$ cat config.mk
export PLATFORM = sky130hd
export DESIGN_NAME = tt_um_gerson_sum_tx_flat
export DESIGN_NICKNAME = d
export VERILOG_FILES = /design/src/rtl/gerson_pkg.sv /design/src/rtl/gerson_if.sv /design/src/rtl/sync_edge.sv /design/src/rtl/tt_um_gerson_sum_tx.sv /design/src/flat_wrapper.sv
export SDC_FILE = /design/constraint.sdc
export NUM_CORES = 1
export LEC_CHECK = 0
export ABC_AREA = 0
export BUFFER_PORTS_ARGS = -buffer_cell sky130_fd_sc_hd__buf_2
export CORE_MARGIN = 5
export CORE_UTILIZATION = 55
export DETAILED_ROUTE_END_ITERATION = 8
export MAX_ROUTING_LAYER = met4
export PLACE_DENSITY = 0.89
export REMOVE_ABC_BUFFERS = 1
export SLEW_MARGIN = 20
export SYNTH_ARGS = -nofsm -noshare
export SYNTH_HDL_FRONTEND = slang
export SYNTH_SLANG_ARGS = --single-unit
$ cat constraint.sdc
create_clock -name clk -period 2.3 [get_ports clk]
set_input_delay 0.46 -clock clk [delete_from_list [all_inputs] [get_ports clk]]
set_output_delay 0.46 -clock clk [all_outputs]
set_load 0.05 [all_outputs]
$ cat src/rtl/gerson_pkg.sv
// rtl/gerson_pkg.sv - shared types and constants for the Gerson sum transmitter
package gerson_pkg;

  typedef enum logic [2:0] {
    IDLE,
    START,
    DATA,
    CARRY,
    STOP
  } state_e;

  localparam int LOAD_A = 0;
  localparam int SEND   = 1;
  localparam int TX     = 2;
  localparam int BUSY   = 3;
  localparam int DONE   = 4;

  localparam int         FRAME_BITS  = 11;
  localparam logic [7:0] UIO_OE_MASK = 8'h1C;

  // Full line image, bit 0 goes out first: start, sum[7:0] LSB first, carry, stop.
  function automatic logic [FRAME_BITS-1:0] make_frame(input logic [8:0] sum);
    return {1'b1, sum[8], sum[7:0], 1'b0};
  endfunction

endpackage

$ cat src/rtl/gerson_if.sv
// rtl/gerson_if.sv - TinyTapeout pin bundle between host and sum transmitter
interface gerson_if;
  logic [7:0] ui_in;
  logic [7:0] uio_in;
  logic [7:0] uo_out;
  logic [7:0] uio_out;
  logic [7:0] uio_oe;

  modport master (output ui_in, output uio_in, input uo_out, input uio_out, input uio_oe);
  modport slave  (input ui_in, input uio_in, output uo_out, output uio_out, output uio_oe);
endinterface

$ cat src/rtl/sync_edge.sv
// rtl/sync_edge.sv - two-flop synchronizer with a one-cycle rising-edge pulse
module sync_edge (
  input  logic clk,
  input  logic rst_n,
  input  logic d,
  output logic pulse
);

  // [0],[1] are the synchronizer stages, [2] holds the previous synchronized level.
  logic [2:0] sync_q;
  logic [2:0] sync_d;

  always_comb sync_d = {sync_q[1:0], d};

  always_ff @(posedge clk or negedge rst_n) begin
    if (!rst_n) sync_q <= '0;
    else        sync_q <= sync_d;
  end

  assign pulse = sync_q[1] & ~sync_q[2];

endmodule

$ cat src/rtl/tt_um_gerson_sum_tx.sv
// rtl/tt_um_gerson_sum_tx.sv - latches A, adds B on send, shifts the 9-bit sum out as an 11-bit frame
module tt_um_gerson_sum_tx
  import gerson_pkg::*;
#(
  parameter int CLKS_PER_BIT = 434
) (
  input  logic     clk,
  input  logic     rst_n,
  input  logic     ena,
  gerson_if.slave  io
);

  localparam int               BAUD_W   = $clog2(CLKS_PER_BIT);
  localparam logic [BAUD_W-1:0] BAUD_LAST = BAUD_W'(CLKS_PER_BIT - 1);

  logic load_pulse;
  logic send_pulse;

  sync_edge u_sync_load (.clk(clk), .rst_n(rst_n), .d(io.uio_in[LOAD_A]), .pulse(load_pulse));
  sync_edge u_sync_send (.clk(clk), .rst_n(rst_n), .d(io.uio_in[SEND]),   .pulse(send_pulse));

  state_e                  state_q, state_d;
  logic [BAUD_W-1:0]       baud_q, baud_d;
  logic [2:0]              bit_idx_q, bit_idx_d;
  logic [FRAME_BITS-1:0]   shift_q, shift_d;
  logic                    tx_q, tx_d;
  logic                    done_q, done_d;
  logic [7:0]              uo_q, uo_d;
  logic [7:0]              reg_a_q, reg_a_d;
  logic [8:0]              sum;
  logic                    bit_end;

  always_comb begin
    state_d   = state_q;
    baud_d    = baud_q;
    bit_idx_d = bit_idx_q;
    shift_d   = shift_q;
    tx_d      = tx_q;
    done_d    = 1'b0;
    uo_d      = uo_q;
    // The send below reads reg_a_q, so a simultaneous load only affects the next send.
    reg_a_d   = load_pulse ? io.ui_in : reg_a_q;
    sum       = {1'b0, reg_a_q} + {1'b0, io.ui_in};
    bit_end   = (baud_q == BAUD_LAST);

    if (state_q == IDLE) begin
      tx_d = 1'b1;
      if (send_pulse) begin
        state_d = START;
        baud_d  = '0;
        shift_d = make_frame(sum);
        tx_d    = 1'b0;
        uo_d    = sum[7:0];
      end
    end else begin
      baud_d = bit_end ? '0 : baud_q + 1'b1;
      if (bit_end) begin
        shift_d = {1'b1, shift_q[FRAME_BITS-1:1]};
        tx_d    = shift_q[1];
        unique case (state_q)
          START: begin
            state_d   = DATA;
            bit_idx_d = '0;
          end
          DATA: begin
            if (bit_idx_q == 3'd7) state_d = CARRY;
            else                   bit_idx_d = bit_idx_q + 1'b1;
          end
          CARRY: state_d = STOP;
          STOP: begin
            state_d = IDLE;
            tx_d    = 1'b1;
            done_d  = 1'b1;
          end
          default: state_d = IDLE;
        endcase
      end
    end
  end

  always_ff @(posedge clk or negedge rst_n) begin
    if (!rst_n) begin
      state_q   <= IDLE;
      baud_q    <= '0;
      bit_idx_q <= '0;
      shift_q   <= '1;
      tx_q      <= 1'b1;
      done_q    <= 1'b0;
      uo_q      <= '0;
      reg_a_q   <= '0;
    end else begin
      state_q   <= state_d;
      baud_q    <= baud_d;
      bit_idx_q <= bit_idx_d;
      shift_q   <= shift_d;
      tx_q      <= tx_d;
      done_q    <= done_d;
      uo_q      <= uo_d;
      reg_a_q   <= reg_a_d;
    end
  end

  logic unused_ok;
  assign unused_ok = ^{ena, io.uio_in[7:2]};

  assign io.uo_out  = uo_q;
  assign io.uio_out = {3'b000, done_q, (state_q != IDLE), tx_q, 2'b00};
  assign io.uio_oe  = UIO_OE_MASK;

endmodule

$ cat src/flat_wrapper.sv
// flat-port wrapper written by rule: the top's interface ports become plain ports
module tt_um_gerson_sum_tx_flat import gerson_pkg::*;
#(
  parameter int CLKS_PER_BIT = 434
)
  (clk, rst_n, ena, io_ui_in, io_uio_in, io_uo_out, io_uio_out, io_uio_oe);
  gerson_if io_i ();
  input  logic clk;
  input  logic rst_n;
  input  logic ena;
  input wire logic [$bits(io_i.ui_in)-1:0] io_ui_in;
  input wire logic [$bits(io_i.uio_in)-1:0] io_uio_in;
  output wire logic [$bits(io_i.uo_out)-1:0] io_uo_out;
  output wire logic [$bits(io_i.uio_out)-1:0] io_uio_out;
  output wire logic [$bits(io_i.uio_oe)-1:0] io_uio_oe;
  assign io_i.ui_in = io_ui_in;
  assign io_i.uio_in = io_uio_in;
  assign io_uo_out = io_i.uo_out;
  assign io_uio_out = io_i.uio_out;
  assign io_uio_oe = io_i.uio_oe;
  tt_um_gerson_sum_tx #(.CLKS_PER_BIT(CLKS_PER_BIT)) u_core (.clk(clk), .rst_n(rst_n), .ena(ena), .io(io_i));
endmodule
* Word level (Yosys, flattened, before mapping) *
Index checks and enable logic that the tools add are counted.

operators by class
  add/subtract/negate cells = 3
  equality and inequality tests = 9
  mux-type cells = 20
  bitwise operators = 5
  reductions and logical operators = 8

operators by type and width
  operator                                                         number
  11-bit two-way mux                                               3
  9-bit two-way mux                                                3
  3-bit two-way mux                                                5
  8-bit by 8-bit adder with 9-bit output                           1
  9-bit by 1-bit adder with 9-bit output, second input constant    1
  9-bit == test, second input constant                             1
  3-bit one-hot mux with 3 select lines                            1
  1-bit two-way mux                                                7
  3-bit by 2-bit == test with 1-bit output, second input constant  2
  3-bit == test, second input constant                             2
  3-bit one-hot mux with 2 select lines                            1
  2-bit AND reduction                                              2
  4-bit AND reduction                                              1
  2-bit nonzero test                                               2
  3-bit by 1-bit adder with 3-bit output, second input constant    1
  3-bit by 1-bit == test with 1-bit output, second input constant  1
  3-bit logical NOT                                                1
  3-bit by 1-bit != test with 1-bit output, second input constant  1
  1-bit NOT                                                        3
  3-bit AND reduction                                              1
  3-bit nonzero test                                               1
  1-bit bitwise AND                                                2
  2-bit by 1-bit != test with 1-bit output, second input constant  1
  2-bit != test, second input constant                             1

storage, ports and cells
  bits in registers = 50
  input port bits = 19
  output and inout bits = 24
  word-level logic and storage cells = 55

* Logic depth before layout (Yosys ltp) *
  depth after elaboration = 5
  gate-level depth with buffers = 9

* Modules after synthesis *
From an unflattened synthesis, not the netlist that was laid out.

unflattened totals
  cells, all modules = 248
  area total of the unflattened synthesis = 2544.9 µm²

modules (own cells, without submodules)
  module               instances  cells each  area each (µm²)  seq. area each (µm²)
  tt_um_gerson_sum_tx  1          240         2367.3           1063.5
  sync_edge            2          4           88.8             75.1

* Worst setup path before layout *
Ideal clock, no wire load.

  kind = input -> register
  start point = input port io_ui_in[0]
  end point = register u_core.shift_q[7]
  setup time = 79 ps
  data arrival time = 1689 ps
  setup slack = 532 ps
  stages = 8
  buffers on the path = 0
  path through = ha_1 inv_1 fa_1 nor2b_1 nor3_1 o21a_1 xor2_1 o21ai_0

between the ends
  cells in the longest elaborated chain, start to end = 3

ends and longest elaborated chain
  item                                    RTL line                   source
  start: declaration                      flat_wrapper.sv:11         input wire logic [$bits(io_i.ui_in)-1:0] io_ui_in;
  8-bit by 8-bit adder with 9-bit output  tt_um_gerson_sum_tx.sv:43  sum = {1'b0, reg_a_q} + {1'b0, io.ui_in};
  11-bit two-way mux                      tt_um_gerson_sum_tx.sv:48  if (send_pulse) begin
  11-bit two-way mux                      tt_um_gerson_sum_tx.sv:46  if (state_q == IDLE) begin
  end signal: assignment                  tt_um_gerson_sum_tx.sv:95  shift_q <= shift_d;
  end: declaration                        tt_um_gerson_sum_tx.sv:25  logic [FRAME_BITS-1:0] shift_q, shift_d;

Every way passes these cells. The select of a mux whose other input is x is not followed.
A chain may end at the register's enable or synchronous reset.

* Worst setup path in the final report *
  start point = register u_core.state_q[2]
  end point = output port io_uio_out[3]

between the ends
  cells in the longest elaborated chain, start to end = 1

ends and longest elaborated chain
  item                      RTL line                    source
  start: declaration        tt_um_gerson_sum_tx.sv:22   state_e state_q, state_d;
  start signal: assignment  tt_um_gerson_sum_tx.sv:92   state_q <= state_d;
  3-bit nonzero test        tt_um_gerson_sum_tx.sv:107  assign io.uio_out = {3'b000, done_q, (state_q != IDLE), tx_q, 2'b00};
  end: declaration          flat_wrapper.sv:14          output wire logic [$bits(io_i.uio_out)-1:0] io_uio_out;

Every way passes these cells.

==> reports/qor.yml <==
status:
  status: "completed"
power:
  switching_power_mw: 1.18
  p_int_mw: 1.82
  seqPwrFrac: 0.450
  p_sw_frac: 0.394
  clkPwrFrac: 0.210
  peakVddDrop_mv: 0.777
  powerDensity_mw_per_mm2: 1090
  power.leakage_nw: 1.29
  p_comb_frac: 0.341
  total_power_mw: 3.00
global_route:
  use_met3: 0.0336
  use_met2: 0.258
  gr-usage-met1: 0.207
  overflow: 0
  top_usage_layer: "met2"
  antenna_found_initial: 0
  grt_pass1_vias: 1725
  track_usage: 0.163
  grt_max_degree: 37
  grt_pass1_wl_um: 7870
placed_design:
  numPortBuffers: 22
  routabilityCongestion: 0.809
  dp_slack_ps: -8.92
  hpwl_um: 3240
final_layout:
  nets: 291
  diodes: 0
  area_growth_pct: 8.18
  drive_gt1_frac: 0.250
  final_core_util: 0.622
yosys:
  yosysWarningCount: 0
  synth-seq-area-share: 0.478
  yosys.area.top_type: "dfrtp_1"
  synth_area_mm2: 0.00254
  async_flop_share: 1.00
  synth-main-ff-cell: "dfrtp_1"
  ys_types: 46
  netlist_top_cells_area: "dfrtp_1, dfstp_2, ha_1"
  synth_most_common_cell: "dfrtp_1"
  synth_area_per_cell_um2: 10.8
  synth_common_cells: "dfrtp_1, nand2_1, o21ai_0"
  synth_top_cell_area_share: 0.374
  synth_cells: 236
  synth-edff-count: 0
  ys_ff_latch: 48
clock_network:
  htree_levels: 2
  cts_tree: "yes"
  cts_buffer_depth: 2
  cts_hold_buf: 0
  cts_sinks: 48
  clk-insertion-delay-late_ps: 300
  numCtsBuffers: 5
  path_clk_slew_ps: 100
  clock-root-buffer: "clkbuf_8"
detailed_routing:
  wl_per_cell_um: 14.8
  num_vias: 1734
  ant_nets: 0
  firstDrtPassIters: 4
  routed_wl_um: 4620
  viasPerCell: 5.56
  drtIter0Drc: 120
  drc: 0
die:
  fp.dieH_um: 78.0
  row_count: 24
  initial_core_util: 0.575
  die_area_mm2: 0.00608
  fp.coreArea_mm2: 0.00441
  pin_count: 43
  die_w_um: 78.0
timing:
  post-route-min-period_ps: 2150
  relSlewSlack: 0.421
  post-route-period-util: 0.934
  max_freq_mhz: 466
  worstMarginPinSlew_ps: 859
  hold_viol: 0
  slew_viol_final: 0
  rsz0062_at_grt: "no"
  finalWorstSetupSlack_ps: 152
  setup_viol: 0
  skew_ps: 6.96
setup_path:
  worstPathArrival_ps: 1690
  worstPathRequired_ps: 1840
  end_kind: "output pin"
  critPathMaxFanout: 10
  startpoint_type: "register"
  worstSetupPathType: "reg2out"
min_path:
  hold_path_class: "in2async"
job:
  drv_cap: 0
## worst paths after layout
path | from | to | slack, ps | cells past startpoint
min in group clk | io_uio_in[1] | u_core.u_sync_send.sync_q[0] | 260 | 1
max in group asynchronous | rst_n | u_core.reg_a_q[3] | 1460 | 2
min reg2reg | u_core.u_sync_send.sync_q[0] | u_core.u_sync_send.sync_q[1] | 360 | 0
max | u_core.state_q[2] | io_uio_out[3] | 150 | 2
min | rst_n | u_core.baud_q[5] | 210 | 1
max reg2reg | u_core.baud_q[1] | u_core.bit_idx_q[0] | 300 | 6
## area by class of cell
| cell class | instances | area (um^2) |
|---|---|---|
| inverters | 4 | 15.0 |
| clock buffers | 5 | 68.8 |
| fillers | 340 | 1670 |
| flip-flops and latches | 48 | 1210 |
| clock inverters | 3 | 46.3 |
| multi-input cells | 171 | 1180 |
| repair buffers | 29 | 163 |
| well taps | 52 | 65.1 |
## cells by family after synthesis
| group | after synthesis | synth area share |
|---|---|---|
| xor+xnor | 8 | 0.0276 |
| buf+inv | 29 | 0.0818 |
| mux | 14 | 0.0601 |
| other cells | 2 | 0.00296 |
| fa+ha+maj | 13 | 0.0670 |
| simple gates | 64 | 0.134 |
| compound gates | 58 | 0.149 |
| flops | 48 | 0.478 |
## state kept, by name, indices dropped and copies added (netlist names)
| signal | count |
|---|---|
| u_core.shift_q | 9 |
| u_core.done_q | 1 |
| u_core.bit_idx_q | 3 |
| u_core.tx_q | 1 |
| u_core.baud_q | 9 |
| u_core.u_sync_load.sync_q | 3 |
| u_core.u_sync_send.sync_q | 3 |
| u_core.io.uo_out | 8 |
| u_core.state_q | 3 |
| u_core.reg_a_q | 8 |
## power by group through the flow
stage                     logic (mW)  clock network [mW]  registers (mW)
final                           1.02               0.629            1.35
after floorplan                0.474                   0            1.61
after detailed placement        1.01                   0            1.35
after CTS                       1.03               0.641            1.34
after global routing            1.11               0.683            1.38
after global placement         0.976                   0            1.33
## metal layers
layer  up-vias  share of wire
met1       841           0.45
met2        36           0.50
met3         9          0.041
met4         0          0.014
met5         -              0
li1        848              -
## worst max-delay path: stages, from the launching register on
cell	delay [ps]
dfrtp_1	490
or3_1	600
buf_2	300
## placed cells by master (no fill, tap or decap), types with 2 or more instances in the layout
| master | instances |
|---|---|
| o21ai_1 | 9 |
| a22o_1 | 2 |
| mux2_2 | 10 |
| nor2_1 | 10 |
| conb_1 | 13 |
| nand3_1 | 4 |
| dfstp_2 | 10 |
| a211o_1 | 2 |
| o21ai_0 | 21 |
| nand2_1 | 21 |
| a21o_1 | 2 |
| o21a_1 | 4 |
| nor2b_1 | 4 |
| nand4_1 | 2 |
| xor2_1 | 5 |
| inv_1 | 4 |
| nand3b_1 | 2 |
| a21oi_1 | 10 |
| and3_1 | 7 |
| mux2i_1 | 4 |
| clkbuf_8 | 5 |
| buf_2 | 22 |
| nand2b_1 | 5 |
| xnor2_1 | 3 |
| buf_4 | 7 |
| dfrtp_1 | 38 |
| ha_1 | 12 |
## repair_timing
item | in CTS | in global routing
resized for setup | 0 | 0
endpoints found under the hold margin | 0 | 0
pin swaps | 1 | 1
endpoints found under the setup margin | 1 | 1
cloned | 1 | 0
buffers inserted | 0 | 2
## per-stage QoR
| step | hold slack, ps | cells | instance area [um^2] | setup TNS, ps |
|---|---|---|---|---|
| final | 214 | 312 | 2750 | 0 |
| after global routing | 239 | 312 | 2750 | 0 |
| after CTS | 237 | 310 | 2730 | 0 |
| after detailed placement | 341 | 301 | 2600 | -8.92 |
| after global placement | 334 | 301 | 2600 | 0 |
| after floorplan | 164 | 222 | 2390 | 0 |
(Power assumes the default switching activity.)
